### src/rtl/prog_loader_pkg.sv
// Shared types and defaults for the boot-time program loader.
// The state enum is shared so the top level and any debug logic agree on the encoding.
package prog_loader_pkg;

    localparam int ADDR_W_DEF = 12;
    localparam int DATA_W_DEF = 32;

    typedef enum logic [2:0] {
        IDLE,
        CNT_LO,
        DATA,
        WRITE,
        CHK,
        WAIT_EN,
        RUN,
        ERR
    } state_t;

    // States in which the loader pulls a byte off the stream.
    function automatic logic accepts_bytes(input state_t s);
        return (s == IDLE) || (s == CNT_LO) || (s == DATA) || (s == CHK);
    endfunction

endpackage

### src/rtl/prog_loader_word_assembler.sv
// Big-endian byte-to-word shift register.
// word/word_done describe the word completed by the byte presented this cycle.
module word_assembler
    import prog_loader_pkg::*;
#(
    parameter int DATA_W = DATA_W_DEF
) (
    input  logic              clk,
    input  logic              reset,
    input  logic              clear,
    input  logic              byte_valid,
    input  logic [7:0]        byte_in,
    output logic [DATA_W-1:0] word,
    output logic              word_done
);
    localparam int LANES = DATA_W / 8;
    localparam int IDX_W = $clog2(LANES);

    logic [8*(LANES-1)-1:0] lane_reg;
    logic [IDX_W-1:0]       idx_reg;
    logic [8*LANES-1:0]     taps;

    // Lane 0 is the incoming byte; older bytes sit in higher lanes so the first byte lands in the MSB.
    assign taps[7:0] = byte_in;
    generate
        for (genvar gi = 1; gi < LANES; gi++) begin : g_tap
            assign taps[8*gi +: 8] = lane_reg[8*(gi-1) +: 8];
        end
    endgenerate

    always_ff @(posedge clk) begin
        if (reset || clear) begin
            lane_reg <= '0;
            idx_reg  <= '0;
        end else if (byte_valid) begin
            lane_reg <= taps[8*(LANES-1)-1:0];
            idx_reg  <= idx_reg + IDX_W'(1);
        end
    end

    assign word      = taps;
    assign word_done = byte_valid && (idx_reg == IDX_W'(LANES - 1));

endmodule

### src/rtl/prog_loader.sv
// Framed byte-stream loader for the Stage1 instruction memory: writes N words from
// address 0, verifies the XOR checksum, then releases ProgMode and En_Pipeline.
module prog_loader
    import prog_loader_pkg::*;
#(
    parameter int ADDR_W   = ADDR_W_DEF,
    parameter int DATA_W   = DATA_W_DEF,
    parameter int EN_DELAY = 1
) (
    input  logic              clk,
    input  logic              reset,
    input  logic              reload,
    input  logic [7:0]        rx_data,
    input  logic              rx_valid,
    output logic              rx_ready,
    output logic [ADDR_W-1:0] Instruction_addr,
    output logic [DATA_W-1:0] Instruction_Data,
    output logic              Instr_we,
    output logic              ProgMode,
    output logic              En_Pipeline,
    output logic              load_err
);
    localparam int         CNT_W   = 12;
    localparam logic [3:0] EN_LAST = 4'(EN_DELAY - 1);

    state_t            state_reg, state_next;
    logic              ready_reg;
    logic [ADDR_W-1:0] addr_cnt_reg, addr_cnt_next;
    logic [CNT_W-1:0]  words_left_reg, words_left_next;
    logic [7:0]        xor_reg, xor_next;
    logic [3:0]        cnt_hi_reg, cnt_hi_next;
    logic [3:0]        delay_reg, delay_next;
    logic [ADDR_W-1:0] iaddr_reg, iaddr_next;
    logic [DATA_W-1:0] idata_reg, idata_next;
    logic              we_reg, we_next;
    logic              prog_reg, prog_next;
    logic              en_reg, en_next;
    logic              err_reg, err_next;

    logic              xfer;
    logic              byte_valid;
    logic [DATA_W-1:0] asm_word;
    logic              word_done;
    logic [CNT_W-1:0]  word_count;

    assign xfer       = rx_valid && ready_reg;
    assign byte_valid = xfer && (state_reg == DATA) && !reload;
    assign word_count = {cnt_hi_reg, rx_data};

    word_assembler #(
        .DATA_W(DATA_W)
    ) u_word_assembler (
        .clk       (clk),
        .reset     (reset),
        .clear     (reload),
        .byte_valid(byte_valid),
        .byte_in   (rx_data),
        .word      (asm_word),
        .word_done (word_done)
    );

    always_ff @(posedge clk) begin
        if (reset) begin
            state_reg      <= IDLE;
            ready_reg      <= 1'b0;
            addr_cnt_reg   <= '0;
            words_left_reg <= '0;
            xor_reg        <= '0;
            cnt_hi_reg     <= '0;
            delay_reg      <= '0;
            iaddr_reg      <= '0;
            idata_reg      <= '0;
            we_reg         <= 1'b0;
            prog_reg       <= 1'b0;
            en_reg         <= 1'b0;
            err_reg        <= 1'b0;
        end else begin
            state_reg      <= state_next;
            ready_reg      <= accepts_bytes(state_next);
            addr_cnt_reg   <= addr_cnt_next;
            words_left_reg <= words_left_next;
            xor_reg        <= xor_next;
            cnt_hi_reg     <= cnt_hi_next;
            delay_reg      <= delay_next;
            iaddr_reg      <= iaddr_next;
            idata_reg      <= idata_next;
            we_reg         <= we_next;
            prog_reg       <= prog_next;
            en_reg         <= en_next;
            err_reg        <= err_next;
        end
    end

    always_comb begin
        state_next      = state_reg;
        addr_cnt_next   = addr_cnt_reg;
        words_left_next = words_left_reg;
        xor_next        = xor_reg;
        cnt_hi_next     = cnt_hi_reg;
        delay_next      = delay_reg;
        iaddr_next      = iaddr_reg;
        idata_next      = idata_reg;
        we_next         = 1'b0;
        prog_next       = prog_reg;
        en_next         = en_reg;
        err_next        = err_reg;

        // reload wins over any byte presented in the same cycle.
        if (reload) begin
            state_next      = IDLE;
            addr_cnt_next   = '0;
            words_left_next = '0;
            xor_next        = '0;
            delay_next      = '0;
            prog_next       = 1'b0;
            en_next         = 1'b0;
            err_next        = 1'b0;
        end else begin
            case (state_reg)
                IDLE: begin
                    if (xfer) begin
                        cnt_hi_next = rx_data[3:0];
                        xor_next    = xor_reg ^ rx_data;
                        state_next  = CNT_LO;
                    end
                end
                CNT_LO: begin
                    if (xfer) begin
                        xor_next        = xor_reg ^ rx_data;
                        words_left_next = word_count;
                        state_next      = (word_count == '0) ? CHK : DATA;
                    end
                end
                DATA: begin
                    if (xfer) begin
                        xor_next = xor_reg ^ rx_data;
                    end
                    if (word_done) begin
                        iaddr_next      = addr_cnt_reg;
                        idata_next      = asm_word;
                        we_next         = 1'b1;
                        words_left_next = words_left_reg - CNT_W'(1);
                        state_next      = WRITE;
                    end
                end
                WRITE: begin
                    addr_cnt_next = addr_cnt_reg + ADDR_W'(1);
                    state_next    = (words_left_reg == '0) ? CHK : DATA;
                end
                CHK: begin
                    if (xfer) begin
                        xor_next = xor_reg ^ rx_data;
                        if ((xor_reg ^ rx_data) == 8'h00) begin
                            prog_next  = 1'b1;
                            delay_next = '0;
                            state_next = WAIT_EN;
                        end else begin
                            err_next   = 1'b1;
                            state_next = ERR;
                        end
                    end
                end
                WAIT_EN: begin
                    if (delay_reg == EN_LAST) begin
                        en_next    = 1'b1;
                        state_next = RUN;
                    end else begin
                        delay_next = delay_reg + 4'd1;
                    end
                end
                default: begin
                    state_next = state_reg;
                end
            endcase
        end
    end

    assign rx_ready         = ready_reg;
    assign Instruction_addr = iaddr_reg;
    assign Instruction_Data = idata_reg;
    assign Instr_we         = we_reg;
    assign ProgMode         = prog_reg;
    assign En_Pipeline      = en_reg;
    assign load_err         = err_reg;

endmodule
### config.mk
export PLATFORM = sky130hd
export DESIGN_NAME = prog_loader
export DESIGN_NICKNAME = d
export VERILOG_FILES = /design/src/rtl/prog_loader_pkg.sv /design/src/rtl/prog_loader_word_assembler.sv /design/src/rtl/prog_loader.sv
export SDC_FILE = /design/constraint.sdc
export NUM_CORES = 1
export LEC_CHECK = 0
export BUFFER_PORTS_ARGS = -buffer_cell sky130_fd_sc_hd__buf_2
export CELL_PAD_IN_SITES_DETAIL_PLACEMENT = 1
export CELL_PAD_IN_SITES_GLOBAL_PLACEMENT = 2
export CORE_ASPECT_RATIO = 1.4
export CORE_MARGIN = 2
export CORE_UTILIZATION = 37
export CTS_CLUSTER_DIAMETER = 30
export DETAILED_ROUTE_END_ITERATION = 12
export GPL_TIMING_DRIVEN = 0
export PLACE_DENSITY = 0.92
export SETUP_SLACK_MARGIN = 0.15
export SYNTH_ARGS = -nofsm -noshare
export SYNTH_HDL_FRONTEND = slang
export SYNTH_SLANG_ARGS = --single-unit
export TNS_END_PERCENT = 10
### constraint.sdc
create_clock -name clk -period 3.28 [get_ports clk]
set_clock_uncertainty 0.1 [all_clocks]
set_input_delay 0 -clock clk [delete_from_list [all_inputs] [get_ports clk]]
set_output_delay 0 -clock clk [all_outputs]
set_load 0.03 [all_outputs]
==> results.ini, run 1 <==
[global_route]
grt_pass1_vias = 4957
grt_antenna_before_repair = 0
grt_start_max_net_pins = 17
overflow = 0
grt_pass1_wl_mm = 25.0
grt_usage = 0.225

[placed_design]
pre_cts_slack_ps = 1100
hpwl_mm = 10.8
port_buffers = 54
gp_congestion = 0.888
dpl-instance-area_sq_um = 5490

[critical_path]
cp_top_family = simple AND/OR/NAND/NOR gates
crit_type = flop to flop
worstPathArrival_ps = 2580
endpoint_kind = flop
slowest_stage = nor3_1
worstPathRequired_ps = 3540
max_stage_delay_ps = 620
cp_cell_sequence = buf_2, nor3_1, nand4_1, o221a_2, nor3_1, dlygate4sd3_1
start_kind = flop
critPathMostFrequentCell = nor3_1
crit_path_max_fanout = 10
path_buf_inv = 2

[clock_network]
worstSkewPairLatency_ps = 420
clk_path_buf_depth = 2
cts_buffers = 17
htreeDepth = 4
cts_tree = done
cts_root_buf = clkbuf_16
cts_sinks = 118
clkTransAtPathRegs_ps = 60

[yosys]
synthCells = 622
synthesis.nets = 639
synth_edf_count = 0
synth_top_area_cell = dfxtp_1
synthTopCellsByCount = nand2_1, dfxtp_1, a21oi_1, nor2_1, xor2_1
yosys_warnings = 0
syn_area_per_cell_sq_um = 8.03
ys_seq_area_frac = 0.473
synth_seq_cells = 118
synth_area_sq_um = 5000
ys_top_cells_by_area = dfxtp_1, nand2_1, a21oi_1, xor2_1, nor2_1
async_flop_share = 0
ys.flop_type = dfxtp_1
synth_top_area_share = 0.473
synth_cell_types = 57
synth.most_common_cell = nand2_1

[finish]
largest_register_ffs = 32
finalNetCount = 722
syn2layout_area_growth_pct = 24.3
antenna_cells = 0
nFillCells = 1682
drive_gt1_frac = 0.170
stdcell_area_sq_um = 6210

[die]
pin_count = 61
dieArea_sq_um = 14500
initial_core_util = 0.377
rows = 50
core-area_sq_um = 13300
die_w_microns = 102
fp.dieH_microns = 141

[routing]
wirelength_mm = 15.2
wire_per_inst_microns = 16.9
via_count = 4609
ant_nets = 0
post_drt_via_cell_ratio = 5.12
drc_errors = 0
dr.pass1.iters = 4
drtIter0Drc = 175

[run_status]
status = finished, final reports clean

[timing]
post-route-min-period_ps = 2320
max_freq_mhz = 431
final.period_utilization = 0.707
worst_slack_ps = 961
finalSetupTns_ps = 0
worst_pin_slew_ps = 728
slew_headroom = 0.511
slew_viol_final = 0
rsz0062_at_grt = no
finalSetupViolations = 0
hold_viol = 0

[job]
maxCapViolCount = 0

[pwr]
power_leakage_nw = 2.35
powerDensity_nw_per_um2 = 566
ir_drop_mv = 0.339

[worst_hold_path]
hold_path.class = input pin to flop

==> routing by layer <==
metal  share of wire  up-vias  global-route usage
li1                -     2245                   -
met1            0.39     2253               0.236
met2            0.55       78               0.418
met3           0.031       33              0.0429
met4           0.036        0               0.109
met5               0        -                   0
==> area by class of cell <==
type                       instances  area, sq um  area share
multi-input combinational        453         2380       0.383
timing repair buffer              64          370      0.0596
clock inverter                    12          151      0.0244
buffer                            41          214      0.0344
tap                              182          228      0.0367
sequential                       118         2360       0.380
clock buffer                      20          467      0.0751
inverter                          10         37.5     0.00604
==> path summary, 6_finish.rpt <==
| kind | slack (ps) | start | cells after the start | to |
|---|---|---|---|---|
| max | 960 | state_reg[2] | 6 | state_reg[0] |
| min | 80 | rx_valid | 5 | u_word_assembler.lane_reg[20] |
| max reg2reg | 960 | state_reg[2] | 6 | state_reg[0] |
| min reg2reg | 350 | u_word_assembler.lane_reg[18] | 2 | Instruction_Data[26] |
==> per-stage QoR <==
step	utilization	instances	hold WS, ps	power, W
after floorplan	-	622	36.0	0.00155
after global placement	0.414	858	166	0.00160
after detailed placement	0.414	858	177	0.00160
after CTS	0.468	900	59.9	0.00355
after global routing	0.468	900	92.9	0.00362
final	0.468	900	75.2	0.00352
==> kinds of logic (layout without fill, tap and decap cells) <==
| group | after synthesis | after routing | synth area share |
|---|---|---|---|
| AO/OA/AOI/OAI | 131 | 131 | 0.152 |
| XOR/XNOR | 28 | 28 | 0.0491 |
| adder cells (fa/ha/maj) | 6 | 6 | 0.0145 |
| buffers and inverters | 51 | 147 | 0.0503 |
| flip-flops | 118 | 118 | 0.473 |
| multiplexers | 2 | 2 | 0.00401 |
| AND/OR/NAND/NOR | 286 | 286 | 0.258 |
==> power by group <==
group          switching, W  leakage [nW]  internal, W
clock network      0.000690         0.290      0.00125
logic             0.0000913          1.11    0.0000426
registers        0.00000578         0.951      0.00144
==> placed cells by master (no fill, tap or decap), drive strengths merged, types with 5 or more instances in the layout <==
cell type / n
inv: 10
xor2: 24
ha: 5
and2: 6
dlygate4sd3: 10
dfxtp: 118
clkinvlp: 5
o21ai: 11
buf: 77
nor3: 11
nand3: 15
nor2: 48
nor4: 9
clkbuf: 38
a21oi: 92
nand2: 177
==> worst register-to-register path, cell delays in order (launching register included) <==
cell and delay [ps]:
dfxtp_1 310, buf_2 180, nor3_1 620, nand4_1 170
o221a_2 180, nor3_1 120, dlygate4sd3_1 580
==> what timing repair did <==
action | CTS | global route
setup buffers | 0 | 0
resized for setup | 0 | 0
endpoints found under the hold margin | 44 | 0
hold buffers | 10 | 0
Note: power is estimated with default switching activity, not from simulation.
==> run 2, diff against run 1 <==
Settings changed: CORE_UTILIZATION 37 to 34, PLACE_DENSITY 0.92 to 0.86.
Clock period 3.28 ns to 2.2 ns, I/O delays scaled along.
==> run 2 against run 1 <==
First-iteration DRC count fell by 13%; global-route usage fell by 2.2 points; register-to-register slack got worse by 750 ps; core utilization fell by 3.3 points; non-clock buffer count rose by 3; total power rose by 50%; sequential share of layout area fell by 0.47 points.
==> results.ini, run 2 (synthesis gave the netlist of run 1 again) <==
[worst_hold_path]
hold_path.class = input pin to flop  ; unchanged

[routing]
wire_per_inst_microns = 16.7  ; was 16.9 microns
ant_nets = 0  ; unchanged
drc_errors = 0  ; unchanged
drtIter0Drc = 152  ; was 175
dr.pass1.iters = 4  ; unchanged
wirelength_mm = 15.2  ; about the same
post_drt_via_cell_ratio = 5.03  ; was 5.12
via_count = 4579  ; was 4609

[timing]
slew_headroom = 0.510  ; was 0.511
slew_viol_final = 0  ; unchanged
hold_viol = 0  ; unchanged
worst_pin_slew_ps = 728  ; about the same
worst_slack_ps = 216  ; was 961 ps
max_freq_mhz = 504  ; was 431 MHz
final.period_utilization = 0.902  ; was 0.707
finalSetupViolations = 0  ; unchanged
post-route-min-period_ps = 1980  ; was 2320 ps
rsz0062_at_grt = yes  ; was no

[die]
die_w_microns = 106  ; was 102 microns
fp.dieH_microns = 147  ; was 141 microns
initial_core_util = 0.346  ; was 0.377
pin_count = 61  ; unchanged
core-area_sq_um = 14400  ; was 13300 sq um
dieArea_sq_um = 15700  ; was 14500 sq um
rows = 52  ; was 50

[critical_path]
worstPathArrival_ps = 2200  ; was 2580 ps
path_buf_inv = 1  ; was 2
crit_type = flop to flop  ; unchanged
endpoint_kind = flop  ; unchanged
cp_cell_sequence = buf_4, nor2b_2, and4_1, nor3_1, a211o_1, a311oi_1  ; was buf_2, nor3_1, nand4_1, o221a_2, nor3_1, dlygate4sd3_1
max_stage_delay_ps = 350  ; was 620 ps
slowest_stage = nor2b_2  ; was nor3_1
start_kind = flop  ; unchanged
worstPathRequired_ps = 2410  ; was 3540 ps
cp_top_family = simple AND/OR/NAND/NOR gates  ; unchanged
crit_path_max_fanout = 10  ; unchanged
regToRegSetupSlack_ps = 220  ; was 960 ps

[clock_network]
htreeDepth = 4  ; unchanged
cts_sinks = 118  ; unchanged
cts_tree = done  ; unchanged
clk_path_buf_depth = 2  ; unchanged
cts_root_buf = clkbuf_16  ; unchanged
worstSkewPairLatency_ps = 410  ; was 420 ps
cts_buffers = 17  ; unchanged
clkTransAtPathRegs_ps = 60  ; about the same

[global_route]
grt_start_max_net_pins = 17  ; unchanged
grt_usage = 0.203  ; was 0.225
overflow = 0  ; unchanged
grt_pass1_wl_mm = 24.8  ; was 25.0 mm
grt_antenna_before_repair = 0  ; unchanged
grt_pass1_vias = 4791  ; was 4957

[finish]
largest_register_ffs = 32  ; unchanged
finalNetCount = 725  ; was 722
antenna_cells = 0  ; unchanged
final_common_cell = nand2_1  ; unchanged
syn2layout_area_growth_pct = 25.9  ; was 24.3%
post-route-util = 0.435  ; was 0.468
drive_gt1_frac = 0.186  ; was 0.170
final_cell_mix = nand2_1, dfxtp_1, a21oi_1  ; unchanged

[pwr]
seq_power_share = 0.407  ; was 0.411
p_switching_w = 0.00116  ; was 0.000787 W
switching_share = 0.219  ; was 0.224
ir_drop_mv = 0.421  ; was 0.339 mV
power_leakage_nw = 2.40  ; was 2.35 nW
powerDensity_nw_per_um2 = 842  ; was 566 nW/um^2
p_clk_frac = 0.555  ; was 0.551
p_int_w = 0.00413  ; was 0.00273 W
combPwrFrac = 0.038  ; about the same

[placed_design]
port_buffers = 54  ; unchanged
hpwl_mm = 11.0  ; was 10.8 mm
pre_cts_slack_ps = -2.75  ; was 1100 ps
gp_congestion = 0.846  ; was 0.888

[run_status]
status = finished, final reports clean  ; unchanged

[job]
maxCapViolCount = 0  ; unchanged

## run 2: per-stage QoR
step	hold WS (ps)	setup TNS [ps]	std cells	area [sq um]	power, W
after global routing	243	0	910	6290	0.00547
after CTS	183	0	910	6260	0.00535
after floorplan	36.0	0	622	5000	0.00232
after detailed placement	167	-9.57	865	5500	0.00238
final	178	0	910	6290	0.00529
after global placement	159	0	865	5500	0.00238
## run 2: tightest hold or removal path: stages
cell      delay [ps]
clkbuf_1         220
clkbuf_1         280
a21oi_1          150
## run 2: path summary, 6_finish.rpt
| path | from | to | depth (start not counted) |
|---|---|---|---|
| hold reg to reg | ProgMode | ProgMode | 2 |
| hold / removal | reset | Instruction_Data[19] | 3 |
| setup / recovery | state_reg[0] | rx_ready | 6 |
| setup reg to reg | state_reg[0] | rx_ready | 6 |
## run 2: final cells by class
cell class | instances | area (sq um)
timing repair buffer | 67 | 393
tap | 189 | 236
multi-input combinational | 453 | 2410
clock buffer | 19 | 443
fill | 1821 | 8150
buffer | 41 | 228
sequential | 118 | 2360
inverter | 10 | 37.5
clock inverter | 13 | 178
## run 2: metal layers
| layer | track usage | share of wire | vias up |
|---|---|---|---|
| met4 | 0.0799 | 0.028 | 0 |
| met1 | 0.228 | 0.41 | 2236 |
| li1 | - | - | 2255 |
| met3 | 0.0384 | 0.022 | 28 |
| met2 | 0.374 | 0.54 | 60 |
| met5 | 0 | 0 | - |
## run 2: repair_timing
action / in CTS / in global routing
setup endpoints to repair: 65 / 62
pin swaps: 1 / 2
gates cloned: 0 / 0
endpoints found under the hold margin: 43 / 0
buffers inserted: 3 / 0
hold buffers: 10 / 0
resized for setup: 2 / 19
## run 2: power by group through the flow
stage | Clock, W | Combinational, W | Sequential (W)
4_1_cts | 0.00299 | 0.000201 | 0.00215
2_1_floorplan | 0 | 0.000117 | 0.00220
3_5_place_dp | 0 | 0.000183 | 0.00220
3_3_place_gp | 0 | 0.000178 | 0.00220
6_report | 0.00294 | 0.000202 | 0.00216
5_1_grt | 0.00309 | 0.000221 | 0.00215
==> run 3, diff against run 2 <==
Settings changed: CORE_UTILIZATION 34 to 35, SYNTH_HIERARCHICAL from default to 1.
==> run 3 against run 2 <==
The run now ends with setup timing left; combinational power is 12% higher; synthesized cell count is 4.2% lower; die area is 1.0% lower; first-iteration DRC count is 7.9% lower; routed wire length is 2.9% higher; register-to-register slack worse by 320 ps; core utilization is 4.4 points higher; total power is 3.0% lower; count of clock-buffer cells in the layout is 1 lower; critical path depth is 6 higher; global-route usage is 0.45 points higher; worst hold slack worse by 150 ps.
==> results.ini, run 3 <==
[global_route]
overflow = 0  ; unchanged
grt_usage = 0.208  ; was 0.203
grt_pass1_vias = 4966  ; was 4791
grt_antenna_before_repair = 0  ; unchanged
grt_pass1_wl_mm = 25.4  ; was 24.8 mm
grt_start_max_net_pins = 17  ; unchanged

[routing]
wirelength_mm = 15.6  ; was 15.2 mm
via_count = 4601  ; was 4579
drtIter0Drc = 140  ; was 152
post_drt_via_cell_ratio = 5.05  ; was 5.03
drc_errors = 0  ; unchanged
wire_per_inst_microns = 17.1  ; was 16.7 microns
ant_nets = 0  ; unchanged
dr.pass1.iters = 4  ; unchanged

[critical_path]
crit_type = flop to flop  ; unchanged
rr_startpoint = state_reg[2]  ; was state_reg[0]
worstPathArrival_ps = 2520  ; was 2200 ps
start_kind = flop  ; unchanged
endpoint_kind = flop  ; unchanged
regToRegSetupSlack_ps = -110  ; was 220 ps
crit_path_max_fanout = 7  ; was 10
startpoint = state_reg[2]  ; was state_reg[0]
timing.rr.end = words_left_reg[2]  ; was rx_ready
worstPathRequired_ps = 2410  ; about the same
worst_r2r_path_depth = 12  ; was 6
endpoint = words_left_reg[2]  ; was rx_ready

[timing]
max_freq_mhz = 434  ; was 504 MHz
hold_viol = 0  ; unchanged
final.period_utilization = 1.05  ; was 0.902
finalSetupViolations = 38  ; was 0
slew_viol_final = 0  ; unchanged
slew_headroom = 0.529  ; was 0.510
rsz0062_at_grt = yes  ; unchanged
post-route-min-period_ps = 2310  ; was 1980 ps
worst_pin_slew_ps = 707  ; was 728 ps
worst_slack_ps = -107  ; was 216 ps
finalSetupTns_ps = -1030  ; was 0 ps

[finish]
final_common_cell = nand2_1  ; unchanged
syn2layout_area_growth_pct = 34.8  ; was 25.9%
finalNetCount = 726  ; was 725
regArea_sq_um = 2370  ; was 2360 sq um
drive_gt1_frac = 0.283  ; was 0.186
final_cell_mix = nand2_1, dfxtp_1, nor2_1  ; was nand2_1, dfxtp_1, a21oi_1
multi_input_area_sq_um = 2610  ; was 2410 sq um
antenna_cells = 0  ; unchanged
nFillCells = 1701  ; was 1821
largest_register_ffs = 32  ; unchanged

[yosys]
ys_seq_area_frac = 0.464  ; was 0.473
synth_cell_types = 62  ; was 57
synthCells = 596  ; was 622
synth.most_common_cell = nand2_1  ; unchanged
synth_area_sq_um = 5090  ; was 5000 sq um
synth_edf_count = 0  ; unchanged
ys.flop_type = dfxtp_1  ; unchanged
async_flop_share = 0  ; unchanged
ys_top_cells_by_area = dfxtp_1, nand2_1, a21oi_1, mux2i_1, nor2_1  ; was dfxtp_1, nand2_1, a21oi_1, xor2_1, nor2_1
synth_top_area_share = 0.464  ; was 0.473
synth_seq_cells = 118  ; unchanged
yosys_warnings = 6  ; was 0
synth_top_area_cell = dfxtp_1  ; unchanged
syn_area_per_cell_sq_um = 8.54  ; was 8.03 sq um
synthTopCellsByCount = nand2_1, dfxtp_1, nor2_1, a21oi_1, mux2i_1  ; was nand2_1, dfxtp_1, a21oi_1, nor2_1, xor2_1
synthesis.nets = 613  ; was 639

[pwr]
combPwrFrac = 0.044  ; was 0.038
p_clk_frac = 0.536  ; was 0.555
seq_power_share = 0.419  ; was 0.407
ir_drop_mv = 0.448  ; was 0.421 mV
power_leakage_nw = 2.57  ; was 2.40 nW
p_switching_w = 0.00120  ; was 0.00116 W
total_power_w = 0.00514  ; was 0.00529 W
powerDensity_nw_per_um2 = 749  ; was 842 nW/um^2
switching_share = 0.234  ; was 0.219
p_int_w = 0.00393  ; was 0.00413 W

[placed_design]
hpwl_mm = 10.3  ; was 11.0 mm
pre_cts_slack_ps = -630  ; was -2.75 ps
gp_congestion = 0.796  ; was 0.846
port_buffers = 60  ; was 54

[clock_network]
clk_path_buf_depth = 2  ; unchanged
htreeDepth = 4  ; unchanged
cts_tree = done  ; unchanged
worstSkewPairLatency_ps = 410  ; about the same
cts_buffers = 17  ; unchanged
clkTransAtPathRegs_ps = 60  ; about the same
cts_sinks = 118  ; unchanged
cts_root_buf = clkbuf_16  ; unchanged

[job]
maxCapViolCount = 0  ; unchanged

[die]
dieArea_sq_um = 15500  ; was 15700 sq um
fp.dieH_microns = 147  ; about the same
pin_count = 61  ; unchanged
die_w_microns = 106  ; about the same
core-area_sq_um = 14300  ; was 14400 sq um
initial_core_util = 0.356  ; was 0.346
rows = 52  ; unchanged

[run_status]
failed_checks = setup timing
status = finished, violations left  ; was finished, final reports clean

[worst_hold_path]
hold_path.class = input pin to flop  ; unchanged

run 3: cell count changes in the layout (fill, tap and decap cells not counted), sizes merged, moves of 4 or more:
| cell | delta |
|---|---|
| a21oi | -31 |
| buf | +33 |
| or3 | +4 |
| nor2 | +24 |
| nand2 | -52 |
| mux2i | +27 |
| clkbuf | -6 |
run 3: metal layers:
metal | part of all wire | vias up | GRT usage
met5 | 0 | - | 0
met4 | 0.025 | 0 | 0.0842
met3 | 0.027 | 29 | 0.0482
met2 | 0.54 | 73 | 0.380
met1 | 0.41 | 2260 | 0.228
li1 | - | 2239 | -
run 3: through the flow:
step / hold slack (ps) / utilization / instance area (sq um) / instances
2_1_floorplan: 36.1 / - / 5120 / 596
3_3_place_gp: 262 / 0.395 / 5660 / 845
3_5_place_dp: 283 / 0.395 / 5660 / 845
4_1_cts: 28.7 / 0.467 / 6690 / 908
5_1_grt: 77.5 / 0.479 / 6860 / 911
6_report: 30.1 / 0.479 / 6860 / 911
run 3: how the worst min path moves through the flow:
| stage | slack [ps] | to | depth (start not counted) | start |
|---|---|---|---|---|
| final | 30 | ProgMode | 3 | reload |
| after global routing | 80 | ProgMode | 3 | reload |
| after CTS | 30 | ProgMode | 3 | reload |
| after detailed placement | 280 | cnt_hi_reg[0] | 3 | rx_data[0] |
| after global placement | 260 | cnt_hi_reg[0] | 3 | rx_data[0] |
| after floorplan | 40 | rx_ready | 1 | reload |
run 3: power groups by stage:
stage,registers (W),clock network [W],logic (W)
3_3_place_gp,0.00220,0,0.000181
6_report,0.00216,0.00275,0.000227
2_1_floorplan,0.00220,0,0.000112
3_5_place_dp,0.00220,0,0.000185
5_1_grt,0.00215,0.00289,0.000246
4_1_cts,0.00215,0.00280,0.000216
run 3: final cells by class:
type	instances	share of cell area
timing repair buffer	94	0.0963
clock buffer	18	0.0640
multi-input combinational	428	0.380
clock inverter	14	0.0223
sequential	118	0.345
tap	189	0.0345
inverter	8	0.00438
buffer	42	0.0529
run 3: cell families after synthesis:
logic type | count (synthesis) | share of synthesized area
compound gates | 104 | 0.125
xor+xnor | 28 | 0.0482
fa+ha+maj | 6 | 0.0143
buf+inv | 50 | 0.0607
flops | 118 | 0.464
mux | 29 | 0.0570
simple gates | 261 | 0.230
run 3: worst max-delay path, stage by stage, from the launching register on:
cell and delay [ps]:
dfxtp_2 330, buf_8 120, nor3_4 180, and4_4 240, buf_6 110, buf_12 90
and2_4 140, nand3b_1 140, buf_4 180, a21o_4 240, o21ai_2 110, o21ai_1 70
and2_1 150
run 3: repair_timing:
item	CTS	global route
hold endpoints to repair	42	0
resized for setup	43	49
hold buffers	10	0
setup buffers	17	3
pin swaps	21	14
setup endpoints to repair	63	64
gates cloned	4	0
